$ cat src/rtl/alu_nibble_sequencer.sv
// Serially drives an external 4-bit ALU slice to perform one 4*NIBBLES-bit operation, LS nibble first.
// Optional macro ALU_SEQ_PIPE_EN: accept a new request in the same cycle the result is handed off.
module alu_nibble_sequencer #(
    parameter int unsigned NIBBLES = 4
) (
    input  logic                   clk,
    input  logic                   rst_n,
    input  logic                   in_valid,
    output logic                   in_ready,
    input  logic [4*NIBBLES-1:0]   op_a,
    input  logic [4*NIBBLES-1:0]   op_b,
    input  logic [3:0]             op_s,
    input  logic                   op_m,
    input  logic                   op_cin,
    output logic [3:0]             alu_a,
    output logic [3:0]             alu_b,
    output logic [3:0]             alu_s,
    output logic                   alu_m,
    output logic                   alu_cn,
    input  logic [3:0]             alu_f,
    input  logic                   alu_cn1,
    output logic                   out_valid,
    input  logic                   out_ready,
    output logic [4*NIBBLES-1:0]   res,
    output logic                   res_cout,
    output logic                   res_zero
);
    localparam int unsigned W  = 4 * NIBBLES;
    localparam int unsigned CW = $clog2(NIBBLES + 1);

    typedef enum logic [1:0] {IDLE, RUN, DONE} state_t;

    state_t         state;
    logic [W-1:0]   sh_a;
    logic [W-1:0]   sh_b;
    logic [W-1:0]   res_q;
    logic [W-1:0]   res_shift;
    logic [3:0]     s_q;
    logic           m_q;
    logic           carry_q;
    logic           cout_q;
    logic [CW-1:0]  cnt;
    logic           accept;
    logic           last;

    always_comb begin
`ifdef ALU_SEQ_PIPE_EN
        in_ready = (state == IDLE) || ((state == DONE) && out_ready);
`else
        in_ready = (state == IDLE);
`endif
        accept    = in_valid && in_ready;
        last      = (cnt == CW'(NIBBLES - 1));
        // Shift form keeps the insert legal when NIBBLES == 1 (no upper bits to keep).
        res_shift = res_q >> 4;
        res_shift[W-1 -: 4] = alu_f;
    end

    // accept covers both IDLE and, when pipelined, the DONE handoff cycle.
    always_ff @(posedge clk or negedge rst_n) begin
        if (!rst_n) begin
            state   <= IDLE;
            sh_a    <= '0;
            sh_b    <= '0;
            res_q   <= '0;
            s_q     <= '0;
            m_q     <= 1'b0;
            carry_q <= 1'b0;
            cout_q  <= 1'b0;
            cnt     <= '0;
        end else if (accept) begin
            sh_a    <= op_a;
            sh_b    <= op_b;
            s_q     <= op_s;
            m_q     <= op_m;
            carry_q <= op_cin;
            cnt     <= '0;
            state   <= RUN;
        end else begin
            case (state)
                RUN: begin
                    res_q   <= res_shift;
                    carry_q <= alu_cn1;
                    sh_a    <= sh_a >> 4;
                    sh_b    <= sh_b >> 4;
                    cnt     <= cnt + 1'b1;
                    if (last) begin
                        cout_q <= alu_cn1;
                        state  <= DONE;
                    end
                end
                DONE: begin
                    if (out_ready) state <= IDLE;
                end
                default: ;
            endcase
        end
    end

    always_comb begin
        alu_a     = sh_a[3:0];
        alu_b     = sh_b[3:0];
        alu_s     = s_q;
        alu_m     = m_q;
        alu_cn    = carry_q;
        out_valid = (state == DONE);
        res       = res_q;
        res_cout  = cout_q;
        res_zero  = (res_q == '0);
    end

endmodule

$ cat config.mk
export PLATFORM = sky130hd
export DESIGN_NAME = alu_nibble_sequencer
export DESIGN_NICKNAME = d
export VERILOG_FILES = /design/src/rtl/alu_nibble_sequencer.sv
export SDC_FILE = /design/constraint.sdc
export NUM_CORES = 1
export LEC_CHECK = 0
export BUFFER_PORTS_ARGS = -buffer_cell sky130_fd_sc_hd__buf_2
export CAP_MARGIN = 20
export CORE_ASPECT_RATIO = 2
export CORE_MARGIN = 3
export CORE_UTILIZATION = 55
export CTS_CLUSTER_DIAMETER = 120
export DETAILED_ROUTE_END_ITERATION = 10
export GPL_TIMING_DRIVEN = 0
export PLACE_DENSITY = 0.95
export SLEW_MARGIN = 10
export SYNTH_ARGS = -nofsm -noshare
export SYNTH_HDL_FRONTEND = slang
export SYNTH_SLANG_ARGS = --single-unit
$ cat constraint.sdc
create_clock -name clk -period 3.1 [get_ports clk]
set_input_delay 0.62 -clock clk [delete_from_list [all_inputs] [get_ports clk]]
set_output_delay 0.62 -clock clk [all_outputs]
set_load 0.01 [all_outputs]
==> flow_metrics.tcl, run 1 <==
set metrics [dict create \
    hold_class "in -> async" \
    crit_path_start_kind "flop" \
    ant_nets 0 \
    final_common_cell "buf_2" \
    slowest_delay_ns 0.40 \
    ir_drop_mv 0.769 \
    cp.arrival_ns 1.40 \
    clockBufferDepth 2 \
    synthesis.nets 285 \
    numPortBuffers 80 \
    crit_type "reg -> out" \
    clock-sinks 60 \
    grt_pass1_vias 2179 \
    path_cells "nor4_1 > and4_1 > buf_2" \
    slew_violations 0 \
    max_freq_ghz 0.494 \
    hold_violations 0 \
    ys_warn_count 0 \
    wl_met2_um 3330 \
    drt_iter0_drc 65 \
    clk_pin_slew_ns 0.07 \
    dpl_worst_slack_ns 1.38 \
    core_um2 4730 \
    cp_max_fo 4 \
    worst_pin_slew_ns 0.725 \
    multi_input_area_um2 1050 \
    critPathBufInv 1 \
    cts-root-buf "clkbuf_8" \
    synth.area.top_cells "dfrtp_1 (55%), mux2i_1 (9.5%), mux2_2 (7.0%)" \
    viasPerCell 5.33 \
    setup_viol_count_final 0 \
    wl_met3_um 231 \
    io_pins 81 \
    die_width_um 56.0 \
    rsz0062_at_grt "false" \
    htree_levels 3 \
    synth-seq-area-share_pct 54.5 \
    wl_um 6000 \
    synth-edff-count 0 \
    gp_congestion 0.777 \
    grt_first_pass_wirelength_um 10100 \
    area_growth_pct 25.0 \
    cellPowerDensity_nw_per_um2 1080 \
    clk_latency_ns 0.33 \
    min_period_over_period_pct 65.3 \
    wl_per_cell_um 15.7 \
    worstPathRequired_ns 2.48 \
    seqCellArea_um2 1500 \
    die_area_um2 5940 \
    cts_buffers 9 \
    finalClockSkew_ns 0.0106 \
    cts_tree "built" \
    num-nets-final 376 \
    grtUsageTotal_pct 21.9 \
    post_cts_resized 0 \
    synth_async_sr_flop_share_pct 100 \
    drc_errors 0 \
    status "complete, no violations" \
    cts-hold-fix-buffers 0 \
    top_layer "met4" \
    antenna_found_initial 0 \
    start_util_pct 58.2 \
    post-synth-top-area-fraction_pct 54.5 \
    syn_avg_cell_area_um2 11.8 \
    grt_max_degree 61 \
    cp-end-kind "output pin" \
    syn_area_um2 2750 \
    synth_top_flop_cell "dfrtp_1" \
    grt_remaining_overflow 0 \
    slew_headroom_pct 51.7 \
    post-dp-hpwl_um 4390 \
    synthCells 233 \
    finalSetupTns_ns 0 \
    timing.final.ws_setup_ns 1.08 \
    fillers 343 \
    routed-via-count 2040 \
    cp_top_family "simple AND/OR/NAND/NOR gates" \
    reg2reg_depth 6 \
    yosysTopAreaCell "dfrtp_1" \
    n_antenna_cell 0 \
    die_y_um 106 \
    drt-pass1-iter-count 4 \
    worstSetupPathDepth 3 \
    leakage_uw 0.00165 \
    final_util_pct 72.7 \
    cts_setup_buffers 0 \
    drive_gt1_share_pct 41.8 \
    ys_ff_latch 60 \
    synth.distinct_cells 24 \
    final_cell_mix "buf_2 (81), dfrtp_1 (60), nand2_1 (34)" \
    max-cap-violations 0 \
    drt-met1-wl_um 2320 \
    crit_path_top_delay_cell "dfrtp_1" \
    period_minus_slack_ns 2.02 \
    rows 35 \
]
-- power breakdown --
part	switching (µW)	internal [µW]
Sequential	251	1170
Clock	291	470
Combinational	732	796
Total	1270	2430
-- kinds of logic after synthesis --
kind of cell	synth area share, %
xor+xnor	0.318
simple gates	9.41
mux	19.1
flops	54.5
fa+ha+maj	2.27
buf+inv	7.18
compound gates	7.14
-- per-stage QoR --
stage / hold WS, ns / std cells / total power (µW) / area, µm²
2_1_floorplan: 0.324 / 233 / 2450 / 2750
3_5_place_dp: 0.488 / 368 / 2960 / 3220
6_report: 0.341 / 383 / 3710 / 3440
3_3_place_gp: 0.482 / 368 / 2870 / 3220
4_1_cts: 0.370 / 383 / 3740 / 3440
5_1_grt: 0.389 / 383 / 3970 / 3440
-- path summary, 6_finish.rpt --
path	slack, ns	to	from
worst max-delay path	1.08	res_zero	res[10]
worst min-delay path	0.34	sh_b[1]	rst_n
min in group clk	0.49	sh_b[14]	op_b[14]
max in group asynchronous	2.27	sh_b[3]	rst_n
worst max register to register	1.44	sh_a[13]	state[0]
worst min register to register	0.51	alu_m	alu_m
-- cell usage after synthesis, types with 2 or more instances --
cell type / n
buf_6: 8
nor4_1: 4
nand2_1: 34
o21ai_1: 5
mux2_4: 5
o21ai_0: 29
inv_1: 3
clkbuf_1: 3
nand2b_1: 10
ha_1: 5
nor2_1: 4
mux2_2: 17
buf_4: 10
buf_2: 2
dfrtp_1: 60
mux2i_1: 26
-- final cells by class --
type / instances / area share (%)
plain buffers: 23 / 5.42
clock buffers: 11 / 4.11
clock inverters: 4 / 2.15
inverters: 3 / 0.327
multi-input cells: 147 / 30.6
flip-flops and latches: 60 / 43.7
well taps: 55 / 2.00
repair buffers: 80 / 11.7
-- per-layer routing --
metal  track usage, %  vias to the layer above
li1                 -                      968
met1             24.2                     1007
met2             38.5                       55
met3             5.59                       10
met4             10.0                        0
met5                0                        -
-- state kept, by name (all words and copies together) (netlist names) --
signal / cells
res: 16
sh_a: 16
sh_b: 16
alu_s: 4
cnt: 3
state: 2
alu_cn: 1
alu_m: 1
res_cout: 1
No activity file was read; power rests on OpenSTA's default activity.
==> inputs of run 2 (changes only) <==
--- a/config.mk
+++ b/config.mk
@@ -9,11 +9,11 @@
 export CAP_MARGIN = 20
 export CORE_ASPECT_RATIO = 2
 export CORE_MARGIN = 3
-export CORE_UTILIZATION = 55
+export CORE_UTILIZATION = 51
 export CTS_CLUSTER_DIAMETER = 120
 export DETAILED_ROUTE_END_ITERATION = 10
 export GPL_TIMING_DRIVEN = 0
-export PLACE_DENSITY = 0.95
+export PLACE_DENSITY = 0.9
 export SLEW_MARGIN = 10
 export SYNTH_ARGS = -nofsm -noshare
 export SYNTH_HDL_FRONTEND = slang
==> constraint.sdc (replaced) <==
create_clock -name clk -period 2 [get_ports clk]
set_input_delay 0.4 -clock clk [delete_from_list [all_inputs] [get_ports clk]]
set_output_delay 0.4 -clock clk [all_outputs]
set_load 0.01 [all_outputs]
==> run 2 against run 1 <==
Effect of this change:
- critical path depth unchanged
- final cell count rose by 0.78%
- power increased by 51%
- largest cell class unchanged
- critical path type unchanged
==> flow_metrics.tcl, run 2 (synthesis results as in run 1) <==
set metrics [dict create \
    status "complete, no violations" \
    dpl.cell_count 371 \
    ant_nets 0 \
    routed-via-count 2026 \
    wl_per_cell_um 15.4 \
    hold_violations 0 \
    power.internal_uw 3640 \
    grtUsageTotal_pct 20.5 \
    worstPathRequired_ns 1.60 \
    dpl_worst_slack_ns 0.396 \
    rsz0062_at_grt "false" \
    clk_pin_slew_ns 0.06 \
    clock_power_share_pct 18.6 \
    final_cell_mix "buf_2 (81), dfrtp_1 (60), nand2_1 (34)" \
    hold_class "in -> async" \
    drt-pass1-iter-count 4 \
    period_minus_slack_ns 1.83 \
    grt_first_pass_wirelength_um 9680 \
    setup_viol_count_final 0 \
    num-nets-final 376 \
    seqPwrFrac_pct 39.4 \
    cellPowerDensity_nw_per_um2 1640 \
    n_antenna_cell 0 \
    cp-end-kind "output pin" \
    leakage_uw 0.00163 \
    slowest_delay_ns 0.41 \
    multi_input_area_um2 1050 \
    path_cells "nor4_1 > and4_1 > buf_2" \
    min_period_over_period_pct 91.6 \
    combinationalPowerShare_pct 42.0 \
    cp.arrival_ns 1.43 \
    clock-sinks 60 \
    reg2reg_depth 7 \
    switching_share_pct 34.9 \
    timing.final.ws_setup_ns 0.169 \
    htree_levels 3 \
    viasPerCell 5.25 \
    reg2reg_to "sh_b[4]" \
    crit_type "reg -> out" \
    cts_setup_buffers 0 \
    wl_um 5960 \
    r2r-start "state[0]" \
    antenna_found_initial 0 \
    die_y_um 110 \
    post-dp-hpwl_um 4410 \
    worst_pin_slew_ns 0.750 \
    cts_tree "built" \
    start_util_pct 53.1 \
    post_cts_resized 0 \
    cts-root-buf "clkbuf_8" \
    clk_latency_ns 0.33 \
    finalClockSkew_ns 0.00848 \
    cts-hold-fix-buffers 0 \
    drive_gt1_share_pct 41.2 \
    core_um2 5180 \
    drt_iter0_drc 59 \
    rows 37 \
    grt_use_met2_pct 35.8 \
    crit_path_top_delay_cell "dfrtp_1" \
    slew_violations 0 \
    drc_errors 0 \
    gp_congestion 0.789 \
    gr-usage-met3_pct 5.05 \
    max_freq_ghz 0.546 \
    final_common_cell "buf_2" \
    busiest_layer "met2" \
    cp_max_fo 4 \
    ir_drop_mv 1.06 \
    io_pins 81 \
    die_area_um2 6370 \
    grt_remaining_overflow 0 \
    grt_max_degree 61 \
    area_growth_pct 24.0 \
    timing.hold.ws_ns 0.119 \
    cts_buffers 9 \
    die_width_um 58.0 \
    slew_headroom_pct 50.0 \
    use_met1_pct 21.7 \
    finalSetupTns_ns 0 \
    numPortBuffers 80 \
    finalNonFillerCells 386 \
    crit_path_start_kind "flop" \
    p_sw_uw 1950 \
    reg2reg_slack_ns 0.33 \
    fillers 425 \
    grt_pass1_vias 2110 \
    clockBufferDepth 2 \
    max-cap-violations 0 \
    seqCellArea_um2 1500 \
]
-- run 2: cell count changes in the layout (fill, tap and decap cells not counted), sizes merged --
cell and change:
bufinv -1, clkbuf +2, clkinv -1
-- run 2: worst max-delay path, delay by kind of cell, from the launching register on --
| kind | cells | cell delay (ns) |
|---|---|---|
| simple gates | 2 | 0.56 |
| flops | 1 | 0.41 |
| buf+inv | 1 | 0.13 |
-- run 2: per-layer routing --
metal	share of wire, %	routed length (µm)
met2	55	3280
met3	5.2	311
met4	3.2	190
met5	0	0
met1	37	2190
-- run 2: worst max-delay path by stage --
stage	start	to	slack, ns	depth (start not counted)
final	res[13]	res_zero	0.17	3
after global routing	res[10]	res_zero	0.04	3
after CTS	res[10]	res_zero	0.16	3
after detailed placement	state[0]	sh_b[1]	0.40	6
after global placement	state[0]	sh_b[0]	0.43	6
after floorplan	state[0]	alu_m	0.54	6
-- run 2: layout make-up --
cell class | instances | share of cell area [%]
Multi-Input combinational cell | 147 | 30.9
Inverter | 3 | 0.330
Tap cell | 58 | 2.13
Sequential cell | 60 | 44.0
Clock inverter | 2 | 1.03
Buffer | 23 | 5.46
Timing Repair Buffer | 80 | 11.8
Clock buffer | 13 | 4.36
-- run 2: per-stage QoR --
step / utilization (%) / area (µm²) / power, µW
after global routing: 65.8 / 3410 / 6000
after global placement: 62.2 / 3230 / 4450
after floorplan: - / 2750 / 3800
after CTS: 65.8 / 3410 / 5640
after detailed placement: 62.3 / 3230 / 4580
final: 65.8 / 3410 / 5590
-- run 2: power groups by stage --
| stage | registers, µW | logic (µW) | clock network, µW |
|---|---|---|---|
| finish | 2200 | 2350 | 1040 |
| global route | 2280 | 2600 | 1120 |
| CTS | 2200 | 2380 | 1060 |
| detailed placement | 2210 | 2370 | 0 |
| global placement | 2180 | 2270 | 0 |
| floorplan | 2230 | 1570 | 0 |
